`src/rtl/dino_collision_arbiter_pkg.sv`:
```
// Shared widths and game state encodings for the dino collision arbiter.
package dino_collision_arbiter_pkg;

    localparam int SCORE_W = 16;
    localparam int COORD_W = 32;
    localparam int SIZE_W  = 11;

    typedef enum logic [1:0] {
        IDLE = 2'd0,
        RUN  = 2'd1,
        DEAD = 2'd2
    } game_state_t;

endpackage

```
`src/rtl/dino_collision_arbiter_aabb_overlap.sv`:
```
// Combinational strict overlap test between a margin-trimmed box (a) and a plain box (b).
module aabb_overlap
    import dino_collision_arbiter_pkg::*;
(
    input  logic [COORD_W-1:0] a_x,
    input  logic [COORD_W-1:0] a_y,
    input  logic [SIZE_W-1:0]  a_w,
    input  logic [SIZE_W-1:0]  a_h,
    input  logic [SIZE_W-1:0]  margin,
    input  logic [COORD_W-1:0] b_x,
    input  logic [COORD_W-1:0] b_y,
    input  logic [SIZE_W-1:0]  b_w,
    input  logic [SIZE_W-1:0]  b_h,
    output logic               overlap
);

    localparam int SUM_W = COORD_W + 1;

    logic [SUM_W-1:0] a_l, a_r, a_t, a_b;
    logic [SUM_W-1:0] b_l, b_r, b_t, b_b;
    logic             a_empty, b_empty;

    // One extra bit keeps edge sums near the top of the coordinate range from wrapping.
    always_comb begin
        a_empty = ({1'b0, a_w} <= {margin, 1'b0}) || ({1'b0, a_h} <= {margin, 1'b0});
        b_empty = (b_w == '0) || (b_h == '0);
        a_l = {1'b0, a_x} + SUM_W'(margin);
        a_r = {1'b0, a_x} + SUM_W'(a_w) - SUM_W'(margin);
        a_t = {1'b0, a_y} + SUM_W'(margin);
        a_b = {1'b0, a_y} + SUM_W'(a_h) - SUM_W'(margin);
        b_l = {1'b0, b_x};
        b_r = {1'b0, b_x} + SUM_W'(b_w);
        b_t = {1'b0, b_y};
        b_b = {1'b0, b_y} + SUM_W'(b_h);
        overlap = !a_empty && !b_empty &&
                  (a_l < b_r) && (b_l < a_r) &&
                  (a_t < b_b) && (b_t < a_b);
    end

endmodule

```
`src/rtl/dino_collision_arbiter.sv`:
```
// Game FSM: checks the dino against two obstacle slots each frame, tracks score and restarts.
module dino_collision_arbiter
    import dino_collision_arbiter_pkg::*;
#(
    parameter int MARGIN        = 4,
    parameter int HIT_FRAMES    = 2,
    parameter int SCORE_DIV     = 6,
    parameter int RESTART_DELAY = 30
) (
    input  logic               FrameClk,
    input  logic               rst,
    input  logic               jump,
    input  logic [COORD_W-1:0] Dino_X,
    input  logic [COORD_W-1:0] Dino_Y,
    input  logic [SIZE_W-1:0]  DinoWidth,
    input  logic [SIZE_W-1:0]  DinoHeight,
    input  logic [COORD_W-1:0] Obs0_X,
    input  logic [COORD_W-1:0] Obs0_Y,
    input  logic [SIZE_W-1:0]  Obs0_W,
    input  logic [SIZE_W-1:0]  Obs0_H,
    input  logic               Obs0_Valid,
    input  logic [COORD_W-1:0] Obs1_X,
    input  logic [COORD_W-1:0] Obs1_Y,
    input  logic [SIZE_W-1:0]  Obs1_W,
    input  logic [SIZE_W-1:0]  Obs1_H,
    input  logic               Obs1_Valid,
    output logic               isDead,
    output logic               gameRunning,
    output logic               restart,
    output logic [SCORE_W-1:0] score
);

    localparam int HIT_W   = $clog2(HIT_FRAMES + 1);
    localparam int DIV_W   = $clog2(SCORE_DIV + 1);
    localparam int DELAY_W = $clog2(RESTART_DELAY + 1);

    localparam logic [HIT_W-1:0]   HIT_MAX   = HIT_W'(HIT_FRAMES - 1);
    localparam logic [DIV_W-1:0]   DIV_MAX   = DIV_W'(SCORE_DIV - 1);
    localparam logic [DELAY_W-1:0] DELAY_MAX = DELAY_W'(RESTART_DELAY);

    game_state_t        state;
    logic               ov0, ov1, overlap, hit_q, start_run;
    logic [HIT_W-1:0]   hit_cnt;
    logic [DIV_W-1:0]   div_cnt;
    logic [DELAY_W-1:0] delay_cnt;

    aabb_overlap u_ov0 (
        .a_x(Dino_X), .a_y(Dino_Y), .a_w(DinoWidth), .a_h(DinoHeight),
        .margin(SIZE_W'(MARGIN)),
        .b_x(Obs0_X), .b_y(Obs0_Y), .b_w(Obs0_W), .b_h(Obs0_H),
        .overlap(ov0)
    );

    aabb_overlap u_ov1 (
        .a_x(Dino_X), .a_y(Dino_Y), .a_w(DinoWidth), .a_h(DinoHeight),
        .margin(SIZE_W'(MARGIN)),
        .b_x(Obs1_X), .b_y(Obs1_Y), .b_w(Obs1_W), .b_h(Obs1_H),
        .overlap(ov1)
    );

    // A restart from DEAD only becomes possible once the hold-off counter has saturated.
    always_comb begin
        overlap   = (ov0 && Obs0_Valid) || (ov1 && Obs1_Valid);
        start_run = jump && ((state == IDLE) ||
                             ((state == DEAD) && (delay_cnt == DELAY_MAX)));
    end

    always_ff @(posedge FrameClk or posedge rst) begin
        if (rst) begin
            state       <= IDLE;
            hit_q       <= 1'b0;
            hit_cnt     <= '0;
            div_cnt     <= '0;
            delay_cnt   <= '0;
            isDead      <= 1'b0;
            gameRunning <= 1'b0;
            restart     <= 1'b0;
            score       <= '0;
        end else begin
            hit_q   <= overlap;
            restart <= 1'b0;
            if (start_run) begin
                state       <= RUN;
                restart     <= 1'b1;
                gameRunning <= 1'b1;
                isDead      <= 1'b0;
                score       <= '0;
                hit_cnt     <= '0;
                div_cnt     <= '0;
                delay_cnt   <= '0;
            end else begin
                case (state)
                    IDLE: ;
                    RUN: begin
                        // Death wins over a score tick landing on the same edge.
                        if (hit_q && (hit_cnt == HIT_MAX)) begin
                            state       <= DEAD;
                            isDead      <= 1'b1;
                            gameRunning <= 1'b0;
                            hit_cnt     <= '0;
                            delay_cnt   <= '0;
                        end else begin
                            hit_cnt <= hit_q ? hit_cnt + HIT_W'(1) : '0;
                            if (div_cnt == DIV_MAX) begin
                                div_cnt <= '0;
                                if (score != {SCORE_W{1'b1}}) score <= score + SCORE_W'(1);
                            end else begin
                                div_cnt <= div_cnt + DIV_W'(1);
                            end
                        end
                    end
                    DEAD: begin
                        if (delay_cnt != DELAY_MAX) delay_cnt <= delay_cnt + DELAY_W'(1);
                    end
                    default: begin
                        state       <= IDLE;
                        isDead      <= 1'b0;
                        gameRunning <= 1'b0;
                    end
                endcase
            end
        end
    end

endmodule

```
`config.mk`:
```
export PLATFORM = sky130hd
export DESIGN_NAME = dino_collision_arbiter
export DESIGN_NICKNAME = d
export VERILOG_FILES = /design/src/rtl/dino_collision_arbiter_pkg.sv /design/src/rtl/dino_collision_arbiter_aabb_overlap.sv /design/src/rtl/dino_collision_arbiter.sv
export SDC_FILE = /design/constraint.sdc
export NUM_CORES = 1
export LEC_CHECK = 0
export ABC_CLOCK_PERIOD_IN_PS = 3100
export CAP_MARGIN = 40
export CORE_ASPECT_RATIO = 1.2
export CORE_MARGIN = 2
export CORE_UTILIZATION = 56
export CTS_CLUSTER_DIAMETER = 40
export DETAILED_ROUTE_END_ITERATION = 7
export PLACE_DENSITY = 0.89
export SYNTH_ARGS = -nofsm -noshare
export SYNTH_HDL_FRONTEND = slang
export SYNTH_SLANG_ARGS = --single-unit
```
`constraint.sdc`:
```
create_clock -name FrameClk -period 3.1 [get_ports FrameClk]
set_input_delay 0.465 -clock FrameClk [delete_from_list [all_inputs] [get_ports FrameClk]]
set_output_delay 0.465 -clock FrameClk [all_outputs]
set_load 0.005 [all_outputs]
```
==> results of run 1 <==
per-layer routing:
metal	GRT usage	overflow
met5	0.3844	2
met4	0.9220	240
met3	0.7471	20
met2	1.033	527
met1	0.8400	13
logic make-up after synthesis:
logic type	Yosys count	share of synthesized area
and+or+nand+nor	592	0.1967
AOI/OAI and AO/OA	525	0.2220
adders and majority gates	432	0.3508
buffers and inverters	222	0.05417
xor gates and xnor gates	221	0.1247
DFF	30	0.04836
muxes	5	0.003305
what timing repair did:
action                                  in CTS
resized for setup                          323
hold buffers                                 0
endpoints found under the hold margin        0
pin swaps                                  168
endpoints found under the setup margin       1
setup buffers                               75
synthesized netlist by cell type (5+ instances only):
cell	number
o211ai_1	11
nand3_1	80
o21a_1	24
nor2_1	110
ha_1	422
a31oi_1	13
nor4_1	23
nor3_1	48
o31ai_1	12
a21oi_1	149
a2111oi_0	8
nor2b_1	31
nand2_1	118
clkbuf_1	21
o41ai_1	8
buf_2	6
and4_1	6
a211oi_1	16
a311oi_1	10
nand4_1	59
o311ai_0	5
a21boi_0	10
a211o_1	8
nor3b_1	9
and2_1	8
a221oi_1	5
fa_1	6
o21bai_1	13
inv_1	195
dfrtp_1	30
o2111ai_1	9
xor2_1	77
nand2b_1	33
a21o_1	86
xnor2_1	144
and3_1	42
o21ai_0	98
metrics by stage:
step / cell area, µm² / setup TNS [ns] / utilization
floorplan: 15660 / -1.202 / -
global placement: 23550 / -2.233 / 0.8668
detailed placement: 23550 / -2.527 / 0.8668
CTS: 25230 / -1.511 / 0.9286
==> impl_metrics.toml, run 1 <==
[global_routing]
grt_first_pass_wirelength_mm = 202.5
grt_max_degree = 31
grtUsageTotal = 0.8740
grt_overflow_total = 802
grt_pass1_vias = 30914

[placement]
dp_hpwl_mm = 60.81
dp_slack_ns = -2.527
placed_cells = 3253
portBuffers = 281
routabilityCongestion = 1.112

[outcome]
stop_error = "[ERROR GRT-0116] Global routing finished with congestion. Check the congestion regions in the DRC Viewer."
status = "did not finish"
lastStage = "5_1_grt"

[clock_network]
cts_buffers = 5
cts.sinks = 30
root_buffer = "clkbuf_16"
cts_buffer_depth = 2
cts_max_level = 2

[floorplan]
start_util = 0.5713
num_io_pins = 282
row_count = 66
die_width_um = 156.0
die_h_um = 186.4

[yosys]
syn_nets = 2718
synth_edf_count = 0
yosys.area.top_type_share = 0.3402
syn-instance-count = 2027
synth-seq-cells = 30
synth_area_mm2 = 0.01552
synth.avg_cell_area_um2 = 7.658
yosysWarnings = 0
synth.distinct_cells = 74
async_reset_ff_frac = 1.000
synthTopCellsByArea = "ha_1 (34%), xnor2_1 (8.1%), dfrtp_1 (4.8%), a21oi_1 (4.8%), inv_1 (4.7%)"
yosysSeqAreaShare = 0.04836
synth_area_leader_cell = "ha_1"
synth-main-ff-cell = "dfrtp_1"
==> run 2: changes to the inputs <==
--- a/config.mk
+++ b/config.mk
@@ -7,12 +7,10 @@
 export LEC_CHECK = 0
 export ABC_CLOCK_PERIOD_IN_PS = 3100
 export CAP_MARGIN = 40
-export CORE_ASPECT_RATIO = 1.2
 export CORE_MARGIN = 2
-export CORE_UTILIZATION = 56
-export CTS_CLUSTER_DIAMETER = 40
+export CORE_UTILIZATION = 40
 export DETAILED_ROUTE_END_ITERATION = 7
-export PLACE_DENSITY = 0.89
+export PLACE_DENSITY_LB_ADDON = 0.15
 export SYNTH_ARGS = -nofsm -noshare
 export SYNTH_HDL_FRONTEND = slang
 export SYNTH_SLANG_ARGS = --single-unit
==> impl_metrics.toml, run 2 <==
[worst_setup_path]
worst_setup_path_end_kind = "register"
path_class = "in2reg"
startpoint_type = "primary input"
cp_max_fo = 4
crit_required_ns = 3.30
critPathArrivalTime_ns = 4.77
r2r-start = "hit_cnt[0]"
crit_start = "Dino_X[11]"

[yosys]
synth.distinct_cells = 74
yosysWarnings = 0
synth.avg_cell_area_um2 = 7.658
synth.most_common_cell = "ha_1"
synthTopCellsByArea = "ha_1 (34%), xnor2_1 (8.1%), dfrtp_1 (4.8%), a21oi_1 (4.8%), inv_1 (4.7%)"
async_reset_ff_frac = 1.000
synth-seq-cells = 30
syn-instance-count = 2027
yosys-top-cells-count = "ha_1 (422), inv_1 (195), a21oi_1 (149)"
synth_area_mm2 = 0.01552
yosys.area.top_type_share = 0.3402
synth-main-ff-cell = "dfrtp_1"
synth_edf_count = 0
synth_area_leader_cell = "ha_1"
syn_nets = 2718
yosysSeqAreaShare = 0.04836

[power_and_ir_drop]
power_density_mw_per_mm2 = 254.6
fin_total_pwr_w = 0.006702
power_leakage_nw = 12.86
ir_drop_v = 0.0002670

[clock_network]
clkTransAtPathRegs_ns = 0.06
cts_buffers = 5
cts_max_level = 2
cts.sinks = 30
postCtsHoldBufs = 0
clock_latency_ns = 0.27
root_buffer = "clkbuf_16"
cts_buffer_depth = 2
cts_tree = "built"

[global_routing]
grt_max_degree = 31
grtUsageTotal = 0.2960
grt_pass1_vias = 19828
use_met3 = 0.01899
grt_first_pass_wirelength_mm = 98.52
use_met2 = 0.5477
grt_busiest_layer = "met2"
antenna_found_initial = 3
grt_overflow_total = 0
grt.met1_usage = 0.3708

[route]
drtIter0Drc = 865
wl_mm = 61.10
dr.pass1.iters = 5
vias = 19022
route.detailed.drc = 0
ant_nets = 0
via_per_inst = 5.287
detail_route.wl_per_cell_um = 16.98

[min_path]
min_from = "hit_cnt[0]"
hold_path_class = "reg2reg"

[timing]
finalSetupViolations = 1
worst_pin_slew_ns = 0.8842
slew-limit-headroom = 0.4051
fin_crit_ns = 4.575
rsz0062_at_grt = "yes"
period_share = 1.476
worst_slack_ns = -1.475
fin_worst_skew_ns = 0.008273
hold_violations = 0
finalMaxSlewViolations = 0
max_clock_freq_mhz = 218.6

[floorplan]
num_io_pins = 282
die_h_um = 201.0
die-area_mm2 = 0.04040
start_util = 0.4035
core_mm2 = 0.03847
die_width_um = 201.0
row_count = 72

[final_layout]
final_cell_mix = "buf_4 (783), ha_1 (377), clkdlybuf4s50_1 (223), inv_1 (163), xnor2_1 (139)"
final_util = 0.6844
syn_to_final_growth_pct = 69.61
fillers = 3231
top_regs = "score: 16 flops, delay_cnt: 5 flops, div_cnt: 3 flops"
largest_reg_flops = 16
layout_commonest_cell = "buf_4"
regMostFlops = "score"
fin_area_mm2 = 0.02633
drive_gt1_frac = 0.3467
num-nets-final = 3768

[placement]
dpl_cell_area_mm2 = 0.02426
portBuffers = 281
dp_hpwl_mm = 51.81
routabilityCongestion = 0.9741
dp_slack_ns = -2.396

[flow_run]
drv_cap = 0

[outcome]
status = "complete, but fails checks"
violations = "setup timing"
## run 2: repair_timing
item	4_1_cts	5_1_grt
resized for setup	305	86
endpoints found under the setup margin	1	1
buffers inserted	80	12
pin swaps	178	98
## run 2: cell families after synthesis
| kind of cell | share of synthesized area |
|---|---|
| AO/OA/AOI/OAI | 0.2220 |
| XOR/XNOR | 0.1247 |
| adder cells (fa/ha/maj) | 0.3508 |
| buffers and inverters | 0.05417 |
| flip-flops | 0.04836 |
| multiplexers | 0.003305 |
| AND/OR/NAND/NOR | 0.1967 |
## run 2: worst paths after layout
path / endpoint / slack [ns] / depth (start not counted)
setup / recovery: hit_q / -1.47 / 22
hold / removal: hit_cnt[0] / 0.51 / 1
setup reg to reg: score[15] / 0.56 / 9
hold reg to reg: hit_cnt[0] / 0.51 / 1
max in group asynchronous: score[0] / 2.24 / 3
min in group asynchronous: delay_cnt[2] / 0.58 / 3
## run 2: through the flow
stage / std cells / setup TNS (ns) / hold WS [ns]
after floorplan: 2027 / -1.202 / 0.4709
after global placement: 3498 / -2.381 / 0.4819
after detailed placement: 3498 / -2.396 / 0.5025
after CTS: 3584 / -1.464 / 0.5127
after global routing: 3598 / -1.736 / 0.5452
final: 3598 / -1.475 / 0.5145
## run 2: final cells by class
| class | count | area, µm² | area share |
|---|---|---|---|
| Clock buffer | 7 | 142.6 | 0.005418 |
| Antenna cell | 2 | 5.005 | 0.0001901 |
| Multi-Input combinational cell | 1775 | 15320 | 0.5820 |
| Inverter | 195 | 735.7 | 0.02794 |
| Tap cell | 518 | 648.1 | 0.02462 |
| Timing Repair Buffer | 1070 | 8718 | 0.3311 |
| Clock inverter | 1 | 5.005 | 0.0001901 |
| Sequential cell | 30 | 750.7 | 0.02851 |
## run 2: per-layer routing
layer | wire, µm | part of all wire | up-vias
met2 | 30260 | 0.50 | 447
met5 | 13 | 0.00021 | -
met1 | 26960 | 0.44 | 8935
met4 | 1627 | 0.027 | 2
met3 | 2250 | 0.037 | 94
li1 | - | - | 9544
## run 2: report_power, final
part | internal, W | switching (W) | total [W] | leakage [nW]
clock | 0.000318 | 0.000164 | 0.000482 | 0.0739
sequential | 0.000449 | 0.0000581 | 0.000508 | 0.408
combinational | 0.00304 | 0.00268 | 0.00571 | 12.4
## run 2: critical path: stages
cell and delay, ns:
clkdlybuf4s50_1 0.42, buf_4 0.16, ha_1 0.36, nand2_1 0.13
nor3_1 0.20, buf_4 0.16, nand4_1 0.23, a41o_1 0.34
a31oi_2 0.23, buf_4 0.17, a21oi_1 0.06, nor2b_1 0.18
a31o_2 0.19, xnor2_1 0.15, buf_4 0.15, ha_1 0.22
a21o_1 0.18, a21oi_2 0.23, nand4_1 0.18, a31oi_4 0.19
a211oi_1 0.06, o22ai_1 0.12
(Power assumes the default switching activity.)
==> run 3: changes to the inputs <==
--- a/config.mk
+++ b/config.mk
@@ -5,10 +5,10 @@
 export SDC_FILE = /design/constraint.sdc
 export NUM_CORES = 1
 export LEC_CHECK = 0
-export ABC_CLOCK_PERIOD_IN_PS = 3100
+export ABC_CLOCK_PERIOD_IN_PS = 5150
 export CAP_MARGIN = 40
-export CORE_MARGIN = 2
 export CORE_UTILIZATION = 40
+export CTS_BUF_LIST = sky130_fd_sc_hd__clkbuf_4 sky130_fd_sc_hd__clkbuf_8
 export DETAILED_ROUTE_END_ITERATION = 7
 export PLACE_DENSITY_LB_ADDON = 0.15
 export SYNTH_ARGS = -nofsm -noshare
==> constraint.sdc (replaced) <==
create_clock -name FrameClk -period 5.15 [get_ports FrameClk]
set_input_delay 0.7725 -clock FrameClk [delete_from_list [all_inputs] [get_ports FrameClk]]
set_output_delay 0.7725 -clock FrameClk [all_outputs]
set_load 0.005 [all_outputs]
==> impl_metrics.toml, run 3 (synthesis gave the netlist of run 2 again) <==
[outcome]
status = "complete, no violations"

[clock_network]
postCtsHoldBufs = 0
cts_tree = "built"
cts_buffers = 5
cts_buffer_depth = 2
cts.sinks = 30
clock_latency_ns = 0.29
root_buffer = "clkbuf_8"
cts_max_level = 2
clkTransAtPathRegs_ns = 0.07

[route]
dr.pass1.iters = 5
vias = 17543
ant_nets = 0
drtIter0Drc = 831
wl_mm = 57.39
detail_route.wl_per_cell_um = 17.99
route.detailed.drc = 0
via_per_inst = 5.498

[worst_setup_path]
critPathArrivalTime_ns = 5.15
slowest_stage = "a221o_1"
crit_required_ns = 5.31
r2r-start = "score[0]"
startpoint_type = "primary input"
path_cells = "dlygate4sd2_1 > inv_2 > ha_4 > inv_1 > ha_1 > nor2b_2 > o31a_1 > nor3_2 > o32ai_2 > a221o_1 > buf_6 > a211oi_4 > buf_4 > a211o_1 > xnor2_2 > ha_1 > and4_4 > nand3_2 > o21bai_1 > and3_1 > o41ai_2 > a31oi_1 > o2111ai_2 > o22ai_1"
worst_setup_path_end_kind = "register"
crit_path_frequent_cell = "ha_1"
cp_max_fo = 2
critical-path-max-stage-delay_ns = 0.35
path_class = "in2reg"
crit_start = "Dino_Y[2]"

[global_routing]
grt.met1_usage = 0.3599
antenna_found_initial = 1
use_met3 = 0.02425
grt_pass1_vias = 17089
grt_max_degree = 31
grt_busiest_layer = "met2"
use_met2 = 0.4913
grt_overflow_total = 0
grt_first_pass_wirelength_mm = 87.00
grtUsageTotal = 0.2774

[timing]
worst_pin_slew_ns = 0.7337
max_clock_freq_mhz = 200.6
fin_crit_ns = 4.986
period_share = 0.9682
hold_slack_ns = 0.5041
finalMaxSlewViolations = 0
slew-limit-headroom = 0.5064
hold_violations = 0
finalSetupViolations = 0
fin_worst_skew_ns = 0.005636

[final_layout]
final_util = 0.6135
syn_to_final_growth_pct = 49.92
fin_area_mm2 = 0.02327
largest_reg_flops = 16
top_regs = "score: 16 flops, delay_cnt: 5 flops, div_cnt: 3 flops"
diodes = 0
final_cell_mix = "buf_4 (387), ha_1 (383), clkdlybuf4s50_1 (230), inv_1 (164), xnor2_1 (140)"
num-nets-final = 3370
drive_gt1_frac = 0.2474
layout_commonest_cell = "buf_4"
fillers = 3496
fin_cells = 3191
regMostFlops = "score"

[placement]
portBuffers = 281
routabilityCongestion = 0.9643
dp_hpwl_mm = 49.18
dpl_cell_area_mm2 = 0.02152
placed_cells = 3145

[floorplan]
row_count = 71
die_h_um = 199.0
num_io_pins = 282
die_width_um = 199.0
start_util = 0.4092
core_mm2 = 0.03793
die-area_mm2 = 0.03960

[min_path]
min_from = "hit_cnt[0]"
hold_path_class = "reg2reg"

[flow_run]
drv_cap = 0

[power_and_ir_drop]
ir_drop_v = 0.0001038
power_density_mw_per_mm2 = 154.9
power_leakage_nw = 11.16
==> run 3: cell types whose count changed in the layout (fill, tap and decap cells not counted), sizes merged <==
cell,previous run,this run
diode,2,0
inv,194,195
dlygate4sd2,32,2
buf,799,391
clkbuf,9,16
dlymetal6s2s,6,39
clkdlybuf4s50,223,230
clkdlybuf4s15,8,0
==> run 3: path summary, 6_finish.rpt <==
check	end	slack, ns	depth (start not counted)
setup / recovery	hit_q	0.16	24
hold / removal	hit_cnt[0]	0.50	1
setup reg to reg	score[15]	2.58	9
hold reg to reg	hit_cnt[0]	0.50	1
max in group asynchronous	score[8]	4.00	3
min in group asynchronous	score[9]	0.87	3
==> run 3: power breakdown <==
part           switching (W)  total, W  internal, W  leakage (nW)
sequential         0.0000323  0.000302     0.000270         0.408
clock              0.0000941  0.000201     0.000107        0.0472
combinational        0.00154   0.00310      0.00156          10.7
total                0.00167   0.00361      0.00194          11.2
==> run 3: per-layer routing <==
metal | vias to the layer above | wire [µm]
met2 | 460 | 27230
met5 | - | 13
met1 | 8242 | 25950
li1 | 8747 | -
met4 | 2 | 1575
met3 | 92 | 2617
==> run 3: final cells by class <==
cell class	count	area [µm²]	share of cell area
clock inverter	2	12.51	0.0005377
multi-input combinational	1775	15250	0.6551
sequential	30	750.7	0.03226
clock buffer	6	82.58	0.003549
tap	511	639.4	0.02747
timing repair buffer	672	5808	0.2496
inverter	195	732.0	0.03145
==> run 3: what timing repair did <==
action                     in CTS  in global routing
gates resized for setup       130                237
setup endpoints to repair       1                  1
hold endpoints to repair        0                  0
setup buffers                  17                 22
pin swaps                      81                153
==> run 3: worst max-delay path: cells and delay by family <==
family,cells,cell delay (ns)
buffers and inverters,5,0.69
AND/OR/NAND/NOR,5,0.95
AO/OA/AOI/OAI,10,1.93
adder cells (fa/ha/maj),3,0.71
XOR/XNOR,1,0.10
==> run 3: per-stage QoR <==
stage               power, W  TNS (ns)  setup WS, ns
floorplan           0.001806         0        0.1882
global placement    0.002940   -0.9799       -0.9799
detailed placement  0.003006    -1.037        -1.037
CTS                 0.003395         0     0.0007301
global route        0.003939  -0.04320      -0.04320
finish              0.003605         0        0.1639
==> run 4: changes to the inputs <==
--- a/config.mk
+++ b/config.mk
@@ -5,7 +5,7 @@
 export SDC_FILE = /design/constraint.sdc
 export NUM_CORES = 1
 export LEC_CHECK = 0
-export ABC_CLOCK_PERIOD_IN_PS = 5150
+export ABC_CLOCK_PERIOD_IN_PS = 4500
 export CAP_MARGIN = 40
 export CORE_UTILIZATION = 40
 export CTS_BUF_LIST = sky130_fd_sc_hd__clkbuf_4 sky130_fd_sc_hd__clkbuf_8
==> constraint.sdc (replaced) <==
create_clock -name FrameClk -period 4.5 [get_ports FrameClk]
set_input_delay 0.675 -clock FrameClk [delete_from_list [all_inputs] [get_ports FrameClk]]
set_output_delay 0.675 -clock FrameClk [all_outputs]
set_load 0.005 [all_outputs]
==> impl_metrics.toml, run 4 (synthesis gave the netlist of run 2 again) <==
[outcome]
status = "complete, but fails checks"
violations = "setup timing"

[clock_network]
cts_buffer_depth = 2
cts_max_level = 2
clock_latency_ns = 0.28
cts_buffers = 5
cts.sinks = 30
postCtsHoldBufs = 0
cts_tree = "built"
root_buffer = "clkbuf_8"
clkTransAtPathRegs_ns = 0.07

[global_routing]
grt_first_pass_wirelength_mm = 88.58
grt_overflow_total = 0
antenna_found_initial = 1
grt_max_degree = 31
grtUsageTotal = 0.2807
grt_pass1_vias = 17724

[route]
wl_mm = 57.77
route.detailed.drc = 0
drtIter0Drc = 849
ant_nets = 0
detail_route.wl_per_cell_um = 17.27
via_per_inst = 5.396
vias = 18045
dr.pass1.iters = 5

[timing]
fin_crit_ns = 4.855
finalMaxSlewViolations = 0
finalSetupViolations = 1
fin_worst_skew_ns = 0.006663
fin_tns_setup_ns = -0.3546
worst_slack_ns = -0.3546
rsz0062_at_grt = "yes"
hold_violations = 0
period_share = 1.079
max_clock_freq_mhz = 206.0
worst_pin_slew_ns = 0.8529
slew-limit-headroom = 0.4262

[worst_setup_path]
r2r-start = "hit_cnt[0]"
timing.critical_path.to = "hit_q"
ff2ff_path_depth = 9
worst-r2r-setup-slack_ns = 1.99
path_class = "in2reg"
worst_setup_path_end_kind = "register"
crit_required_ns = 4.66
r2r_end = "score[15]"
crit_start = "Dino_Y[1]"
startpoint_type = "primary input"
critPathArrivalTime_ns = 5.01
cp_max_fo = 3

[final_layout]
fillers = 3344
largest_reg_flops = 16
final_util = 0.6436
fin_cells = 3344
num-nets-final = 3522
drive_gt1_frac = 0.2892
regMostFlops = "score"
fin_area_mm2 = 0.02441
final_cell_mix = "buf_4 (538), ha_1 (382), clkdlybuf4s50_1 (226), inv_1 (164), xnor2_1 (139)"
layout_commonest_cell = "buf_4"
top_regs = "score: 16 flops, delay_cnt: 5 flops, div_cnt: 3 flops"
syn_to_final_growth_pct = 57.28

[floorplan]
die-area_mm2 = 0.03960
start_util = 0.4092
row_count = 71
num_io_pins = 282
core_mm2 = 0.03793
die_width_um = 199.0
die_h_um = 199.0

[flow_run]
drv_cap = 0

[placement]
dpl_cell_area_mm2 = 0.02266
dp_slack_ns = -1.396
placed_cells = 3279
routabilityCongestion = 0.9510
dp_hpwl_mm = 49.21
portBuffers = 281

[min_path]
hold_path_class = "reg2reg"

[power_and_ir_drop]
power_density_mw_per_mm2 = 178.5
ir_drop_v = 0.0001283
power_leakage_nw = 11.75
run 4: cell count changes in the layout (fill, tap and decap cells not counted), moves of 4 or more:
cell,previous run,this run
buf_4,387,538
dlymetal6s2s_1,39,17
dlygate4sd2_1,2,20
o21ai_0,68,63
clkdlybuf4s15_2,0,4
clkdlybuf4s50_1,230,226
ha_4,31,35
run 4: area by class of cell:
class                      count  area, µm²  area share
antenna                        1      2.502   0.0001025
clock inverter                 2      60.06    0.002460
tap                          511      639.4     0.02619
inverter                     195      735.7     0.03014
clock buffer                   6      82.58    0.003383
multi-input combinational   1775      15250      0.6245
sequential                    30      750.7     0.03075
timing repair buffer         824       6897      0.2825
run 4: how the worst min path moves through the flow:
stage | startpoint | end | slack, ns | cells past startpoint
2_1_floorplan | hit_cnt[0] | hit_cnt[0] | 0.47 | 1
3_3_place_gp | hit_cnt[0] | hit_cnt[0] | 0.49 | 1
3_5_place_dp | hit_cnt[0] | hit_cnt[0] | 0.49 | 1
4_1_cts | hit_cnt[0] | hit_cnt[0] | 0.50 | 1
5_1_grt | hit_cnt[0] | hit_cnt[0] | 0.53 | 1
6_report | hit_cnt[0] | hit_cnt[0] | 0.50 | 1
run 4: metal layers:
layer / part of all wire / wire [µm] / track usage / vias up
met5: 0 / 0 / 0 / -
met4: 0.024 / 1384 / 0.06296 / 0
met3: 0.038 / 2223 / 0.01322 / 79
met2: 0.49 / 28290 / 0.5152 / 438
met1: 0.45 / 25870 / 0.3578 / 8474
li1: - / - / - / 9054
run 4: timing repair:
item                       CTS  global route
gates resized for setup    214           163
setup endpoints to repair    1             1
pin swaps                  117           157
setup buffers               39            18
run 4: power by group:
group	leakage, nW	switching [W]	internal (W)
combinational	11.3	0.00177	0.00189
sequential	0.408	0.0000372	0.000309
clock	0.0714	0.000107	0.000236
total	11.7	0.00192	0.00244
run 4: critical path: stages:
cell and delay [ns]:
buf_8 0.10, ha_4 0.27, ha_4 0.13, inv_2 0.03, fa_2 0.34, nor2b_2 0.14
o31a_1 0.27, nor3_4 0.09, o32ai_4 0.25, a221o_1 0.23, a21o_1 0.16, a41oi_2 0.14
a211o_1 0.39, o311a_1 0.33, ha_1 0.30, nand4_1 0.13, nor2_2 0.17, o21ai_2 0.08
a31oi_2 0.21, o21ai_2 0.11, o2bb2ai_2 0.13, o2111ai_2 0.20, o22ai_1 0.11
run 4: per-stage QoR:
stage | hold slack (ns) | power (W)
floorplan | 0.4709 | 0.002098
global placement | 0.4867 | 0.003494
detailed placement | 0.4888 | 0.003570
CTS | 0.5006 | 0.004145
global route | 0.5289 | 0.004747
finish | 0.5011 | 0.004357
